[src/rtl/button_debounce_sync.sv]
// Push-button conditioner: a two-flop synchronizer feeds a debounce FSM.
// The FSM produces a clean level, one-cycle rise/fall pulses and a count of rises.
module button_debounce_sync #(
    parameter int STABLE_CYCLES = 4,
    parameter int CNT_W         = 16
) (
    input  logic       clk,
    input  logic       rst,
    input  logic       preset,
    input  logic       btn_in,
    output logic       btn_level,
    output logic       btn_rise,
    output logic       btn_fall,
    output logic [7:0] rise_count
);

    // state     | meaning
    // STABLE_LO | clean level 0, no candidate change
    // WAIT_HI   | level 0, counting consecutive high samples
    // STABLE_HI | clean level 1, no candidate change
    // WAIT_LO   | level 1, counting consecutive low samples
    typedef enum logic [1:0] {STABLE_LO, WAIT_HI, STABLE_HI, WAIT_LO} state_t;

    localparam logic [CNT_W-1:0] CNT_TC  = CNT_W'(STABLE_CYCLES - 1);
    localparam logic [CNT_W-1:0] CNT_ONE = CNT_W'(1);

    state_t           state, state_nxt;
    logic [CNT_W-1:0] cnt, cnt_nxt;
    logic             sync1, sync2;
    logic             rise_nxt, fall_nxt;

    always_comb begin
        state_nxt = state;
        cnt_nxt   = '0;
        rise_nxt  = 1'b0;
        fall_nxt  = 1'b0;
        case (state)
            STABLE_LO: begin
                if (sync2) begin
                    state_nxt = WAIT_HI;
                    cnt_nxt   = CNT_ONE;
                end
            end
            WAIT_HI: begin
                if (!sync2) begin
                    state_nxt = STABLE_LO;
                end else if (cnt == CNT_TC) begin
                    state_nxt = STABLE_HI;
                    rise_nxt  = 1'b1;
                end else begin
                    cnt_nxt = cnt + CNT_ONE;
                end
            end
            STABLE_HI: begin
                if (!sync2) begin
                    state_nxt = WAIT_LO;
                    cnt_nxt   = CNT_ONE;
                end
            end
            WAIT_LO: begin
                if (sync2) begin
                    state_nxt = STABLE_HI;
                end else if (cnt == CNT_TC) begin
                    state_nxt = STABLE_LO;
                    fall_nxt  = 1'b1;
                end else begin
                    cnt_nxt = cnt + CNT_ONE;
                end
            end
            default: state_nxt = STABLE_LO;
        endcase
    end

    // Reset reloads everything from preset, discarding any pending transition.
    always_ff @(posedge clk) begin
        if (!rst) begin
            sync1      <= preset;
            sync2      <= preset;
            state      <= preset ? STABLE_HI : STABLE_LO;
            cnt        <= '0;
            btn_rise   <= 1'b0;
            btn_fall   <= 1'b0;
            rise_count <= 8'd0;
        end else begin
            sync1    <= btn_in;
            sync2    <= sync1;
            state    <= state_nxt;
            cnt      <= cnt_nxt;
            btn_rise <= rise_nxt;
            btn_fall <= fall_nxt;
            if (rise_nxt) rise_count <= rise_count + 8'd1;
        end
    end

    assign btn_level = (state == STABLE_HI) || (state == WAIT_LO);

endmodule

[config.mk]
export PLATFORM = sky130hd
export DESIGN_NAME = button_debounce_sync
export DESIGN_NICKNAME = d
export VERILOG_FILES = /design/src/rtl/button_debounce_sync.sv
export SDC_FILE = /design/constraint.sdc
export NUM_CORES = 1
export LEC_CHECK = 0
export CAP_MARGIN = 20
export CORE_MARGIN = 2
export CORE_UTILIZATION = 49
export CTS_CLUSTER_DIAMETER = 100
export DETAILED_ROUTE_END_ITERATION = 8
export PLACE_DENSITY = 0.85
export SLEW_MARGIN = 20
export SYNTH_ARGS = -nofsm -noshare
export SYNTH_HDL_FRONTEND = slang
export SYNTH_SLANG_ARGS = --single-unit
[constraint.sdc]
create_clock -name clk -period 1.85 [get_ports clk]
set_clock_uncertainty 0.15 [all_clocks]
set_input_delay 0.37 -clock clk [delete_from_list [all_inputs] [get_ports clk]]
set_output_delay 0.37 -clock clk [all_outputs]
set_load 0.005 [all_outputs]
==> results.cfg, run 1 <==
[detailed_routing]
num_vias = 1316
drt-pass1-iter-count = 5
drt-initial-drc-count = 35
post-route-drc-count = 0
drt-total-wl_um = 3590
routedWlPerCell_um = 15.5
detail-route-antenna-nets = 0
viasPerCell = 5.70

[yosys]
syn-cell-area_mm2 = 0.00138
ys_warn_count = 0
syn_avg_cell_area_um2 = 8.83
ys_seq_area_share_pct = 45.0
ys_types = 31
synth-seq-cells = 30
syn_nets = 163
postSynthCellCount = 156

[timing]
finalCritPeriodShare_pct = 103
max-slew-margin-rel_pct = 73.5
rsz0062_at_grt = true
fin_crit_ns = 1.91
whs_ns = 0.321
setup_slack_ns = -0.0602
setup_violations = 4
worstMarginPinSlew_ns = 0.393
drv_slew = 0
fmax_ghz = 0.524
timing_hold_violations_final = 0

[layout]
mostFrequentLayoutCells = 26 x buf_4, 19 x dfxtp_1, 16 x nor2_1
drive_gt1_share_pct = 35.0
antenna_cells = 0
final_net_count = 206
fin_util_pct = 71.6
area_delta_synth_final_pct = 40.9
layout_commonest_cell = buf_4

[clock_tree]
cts_tree = built
cts_max_path_buffers = 2
cts_buffers = 5
path_clk_slew_ns = 0.10
cts.sinks = 30
htree_num_levels = 2
worstSkewPairLatency_ns = 0.35
cts-root-buf = clkbuf_4

[run_status]
violations = negative setup slack
status = finished, violations left

[floorplanning]
die_area_mm2 = 0.00325
die_x_um = 57.0
io_pins = 15
die_y_um = 57.0
core_mm2 = 0.00271
start_util_pct = 50.8
placementRows = 19

[worst_hold_path]
hp-class = reg -> reg

[setup_path]
cpMaxStageDelayCell = or4_1
slowest_delay_ns = 0.47
startpoint_type = flip-flop
cp_max_fo = 7
crit_chain = ha_4 -> nor4b_4 -> nand4_1 -> buf_6 -> or4_1 -> a21oi_1
crit_arrival_ns = 2.04
required_ns = 1.98
crit_path_end_kind = flip-flop
crit_type = reg -> reg

[global_route]
grt_antenna_before_repair = 0
grt_max_degree = 16
overflow = 0
grt_pass1_vias = 1215
grt_pass1_wl_um = 5240
grt.total_usage_pct = 21.6

[placement]
post-place-ws_ns = -0.0373
place.gp.congestion = 0.836
port_buffers = 14
hpwl_um = 2190

[pwr]
vdd_drop_max_mv = 0.662
leakage_nw = 0.694
power.density_mw_per_mm2 = 659

[flow_run]
maxCapViolCount = 0
## path summary, 6_finish.rpt
| kind | start | to | slack (ns) | cells past startpoint |
|---|---|---|---|---|
| hold reg to reg | sync1$_DFF_P_ | sync2$_DFF_P_ | 0.32 | 2 |
| setup reg to reg | cnt[1]$_SDFF_PN0_ | rise_count[2]$_SDFFE_PN0P_ | -0.06 | 6 |
| hold / removal | sync1$_DFF_P_ | sync2$_DFF_P_ | 0.32 | 2 |
| setup / recovery | cnt[1]$_SDFF_PN0_ | rise_count[2]$_SDFFE_PN0P_ | -0.06 | 6 |
## state kept, by name, summed over array words and instances, names as in the netlist, named ones only
name	count
rise_count	8
sync1	1
btn_fall	1
cnt	16
btn_rise	1
state	1
sync2	1
## routing by layer
metal  global-route usage, %  up-vias  part of all wire [%]
met5                       0        -                     0
met4                    11.3        0                   3.0
met3                    9.07       12                   4.9
met2                    34.6       36                    50
met1                    24.6      626                    42
li1                        -      642                     -
## area by class of cell
cell class,instances,area (um^2)
flip-flops and latches,30,632
repair buffers,44,379
well taps,31,38.8
multi-input cells,114,816
inverters,4,15.0
fillers,183,769
clock buffers,7,55.1
clock inverters,1,5.00
## logic make-up after synthesis
kind of cell    count (synthesis)  synth area share [%]
compound gates                 21                  9.45
xor+xnor                       14                  8.90
fa+ha+maj                       3                  2.73
buf+inv                        12                  3.54
flops                          30                  45.1
mux                             1                 0.727
simple gates                   75                  29.6
## cells in the mapped netlist
master	instances	share of area, %
edfxtp_1	2	4.4
o31ai_1	7	3.8
and3_1	4	1.8
nor4_2	2	1.8
nand3b_1	1	0.55
and4_1	1	0.64
nor3_1	4	1.5
xnor2_1	7	4.5
xor2_1	7	4.5
nand3_1	14	5.1
or4_1	7	3.8
a21o_1	1	0.55
a21boi_0	1	0.55
a21oi_1	9	3.3
nand2_1	13	3.5
or2_1	1	0.45
mux2i_1	1	0.73
buf_2	3	1.1
nand4b_1	1	0.64
nor4b_2	1	1.1
nand2b_1	1	0.45
ha_1	3	2.7
a211oi_1	1	0.55
nand4_1	4	1.8
nor4_1	2	0.91
nor2_1	17	4.6
dfxtp_1	28	41
o21ai_0	2	0.73
clkbuf_1	5	1.4
inv_1	4	1.1
or3_1	2	0.91
## worst max-delay path, delay by kind of cell (launching register included)
| family | cells | cell delay (ns) |
|---|---|---|
| AND/OR/NAND/NOR | 3 | 0.86 |
| flip-flops | 1 | 0.37 |
| adder cells (fa/ha/maj) | 1 | 0.14 |
| AO/OA/AOI/OAI | 1 | 0.15 |
| buffers and inverters | 1 | 0.18 |
## timing repair
action	in CTS	in global routing
pin swaps	2	12
gates resized for setup	10	30
hold buffers	0	0
gates cloned	1	0
setup endpoints to repair	8	24
buffers inserted	2	3
## power by group
| part | internal (W) | total, W | switching [W] |
|---|---|---|---|
| registers | 0.000677 | 0.000691 | 0.0000142 |
| clock network | 0.000184 | 0.000417 | 0.000233 |
| logic | 0.0000787 | 0.000171 | 0.0000918 |
## stage by stage
step,instances,area [um^2],TNS [ns],total power [W]
2_1_floorplan,156,1380,0,0.000780
3_3_place_gp,217,1700,0,0.000836
3_5_place_dp,217,1700,-0.0932,0.000843
4_1_cts,228,1820,-0.0255,0.00126
5_1_grt,231,1940,-1.85,0.00133
6_report,231,1940,-0.119,0.00128
Note: power is estimated with default switching activity, not from simulation.
==> run 2, diff against run 1 <==
--- a/config.mk
+++ b/config.mk
@@ -7,10 +7,11 @@
 export LEC_CHECK = 0
 export CAP_MARGIN = 20
 export CORE_MARGIN = 2
-export CORE_UTILIZATION = 49
+export CORE_UTILIZATION = 50
 export CTS_CLUSTER_DIAMETER = 100
 export DETAILED_ROUTE_END_ITERATION = 8
-export PLACE_DENSITY = 0.85
+export DONT_BUFFER_PORTS = 1
+export PLACE_DENSITY = 0.79
 export SLEW_MARGIN = 20
 export SYNTH_ARGS = -nofsm -noshare
 export SYNTH_HDL_FRONTEND = slang
==> run 2 against run 1 <==
Compared with the run above: the run still ends with negative setup slack left; clock power fell by 12%; final cell count fell by 6.9%; sequential power rose by 1%; non-clock buffer count fell by 15; hold slack got worse by 0.30 ns; power fell by 5.3%; design area fell by 8.1%; count of clock-buffer cells in the layout did not move; via count fell by 2.9%; sequential share of layout area rose by 2.4 points; core utilization fell by 5.2 points; critical path type unchanged.
==> results.cfg, run 2 (synthesis results as in run 1) <==
[timing]
max-slew-margin-rel_pct = 71.3
whs_ns = 0.0223
worstMarginPinSlew_ns = 0.429
setup_violations = 6
fin_crit_ns = 1.93
fmax_ghz = 0.519
setup_slack_ns = -0.0782
finalCritPeriodShare_pct = 104
timing_hold_violations_final = 0
rsz0062_at_grt = true
drv_slew = 0

[floorplanning]
die_area_mm2 = 0.00319
die_y_um = 56.5
die_x_um = 56.5
placementRows = 19
start_util_pct = 51.3
io_pins = 15
core_mm2 = 0.00269

[placement]
placed_cells = 202
port_buffers = 0
hpwl_um = 2130
placedInstanceArea_mm2 = 0.00156
place.gp.congestion = 0.899

[layout]
largest_reg_flops = 16
top_regs = cnt: 16 flops, rise_count: 8 flops
drive_gt1_share_pct = 27.7
final_net_count = 191
area_delta_synth_final_pct = 29.5
seqCellArea_um2 = 624
antenna_cells = 0
layout_commonest_cell = dfxtp_1
fillCellCount = 195
fin_area_mm2 = 0.00178
top_register = cnt
fin_cells = 215
multi_input_area_um2 = 823
mostFrequentLayoutCells = 25 x dfxtp_1, 23 x buf_4, 16 x nor2_1

[setup_path]
required_ns = 1.97
crit_path_end_kind = flip-flop
slowest_delay_ns = 0.48
startpoint_type = flip-flop
r2r_start = cnt[1]$_SDFF_PN0_
cpMaxStageDelayCell = or4_4
crit_arrival_ns = 2.05
crit_chain = ha_4 -> nor4b_4 -> nand4_1 -> buf_6 -> or4_4 -> a21oi_2
startpoint = cnt[1]$_SDFF_PN0_
crit_type = reg -> reg
cp_max_fo = 6

[pwr]
p_switching_w = 0.000332
finalPower_w = 0.00121
power.density_mw_per_mm2 = 679
p_comb_share_pct = 11.6
p_seq_share_pct = 57.9
leakage_nw = 0.625
clkPwrFrac_pct = 30.5
p_int_w = 0.000879
vdd_drop_max_mv = 0.525
p_sw_share_pct = 27.4

[detailed_routing]
detail-route-antenna-nets = 0
routedWlPerCell_um = 16.8
post-route-drc-count = 0
drt-pass1-iter-count = 4
num_vias = 1278
drt-initial-drc-count = 53
drt-total-wl_um = 3620
viasPerCell = 5.94

[clock_tree]
cts_buffers = 5
cts_max_path_buffers = 2
worstSkewPairLatency_ns = 0.34
cts-root-buf = clkbuf_4
cts_tree = built
htree_num_levels = 2
path_clk_slew_ns = 0.10
cts.sinks = 30

[global_route]
grt_antenna_before_repair = 0
grt.total_usage_pct = 23.4
grt_pass1_vias = 1231
overflow = 0
grt_pass1_wl_um = 5690
grt_max_degree = 17

[run_status]
status = finished, violations left
violations = negative setup slack

[flow_run]
maxCapViolCount = 0

[worst_hold_path]
hp-class = in -> reg
hp-start = rst
run 2: cell count changes in the layout (fill, tap and decap cells not counted), sizes merged:
cell	delta
buf	-3
clkinv	-1
dlygate4sd2	-1
clkdlybuf4s50	-13
dlygate4sd3	+2
run 2: final timing paths:
path / cells after the start / end / slack, ns
worst max-delay path: 6 / rise_count[2]$_SDFFE_PN0P_ / -0.08
worst min-delay path: 2 / btn_fall$_SDFF_PP0_ / 0.02
worst max register to register: 6 / rise_count[2]$_SDFFE_PN0P_ / -0.08
worst min register to register: 2 / sync2$_DFF_P_ / 0.30
run 2: layout make-up:
type,instances,area share [%]
flip-flops and latches,30,35.0
repair buffers,29,13.3
well taps,31,2.17
clock buffers,7,2.52
multi-input cells,114,46.1
inverters,4,0.842
run 2: power by group through the flow:
stage | clock network [W] | registers, W | logic [W]
2_1_floorplan | 0 | 0.000711 | 0.0000686
3_5_place_dp | 0 | 0.000712 | 0.000105
6_report | 0.000369 | 0.000701 | 0.000141
5_1_grt | 0.000392 | 0.000704 | 0.000154
4_1_cts | 0.000370 | 0.000700 | 0.000113
3_3_place_gp | 0 | 0.000709 | 0.000100
run 2: repair_timing:
action	CTS	global route
setup endpoints to repair	7	25
gates resized for setup	11	18
cloned	1	0
pin swaps	14	6
buffers inserted	2	1
hold buffers	2	0
hold endpoints to repair	2	0
run 2: worst max-delay path: cells and delay by family, from the launching register on:
family | cells | cell delay, ns
AND/OR/NAND/NOR | 3 | 0.89
flip-flops | 1 | 0.37
buffers and inverters | 1 | 0.20
adder cells (fa/ha/maj) | 1 | 0.14
AO/OA/AOI/OAI | 1 | 0.13
run 2: metal layers:
layer | routed length [um] | global-route usage (%) | part of all wire [%] | up-vias
met5 | 0 | 0 | 0 | -
met4 | 140 | 8.50 | 3.9 | 0
met3 | 222 | 8.06 | 6.1 | 15
met2 | 1770 | 39.0 | 49 | 44
met1 | 1480 | 27.5 | 41 | 605
li1 | - | - | - | 614
run 2: stage by stage:
step	util (%)	setup TNS, ns	setup slack, ns
after global routing	66.4	-1.08	-0.152
after floorplan	-	0	0.00880
after global placement	57.9	0	0.0302
final	66.4	-0.187	-0.0782
after CTS	62.9	-0.0118	-0.0118
after detailed placement	57.9	-0.107	-0.0261
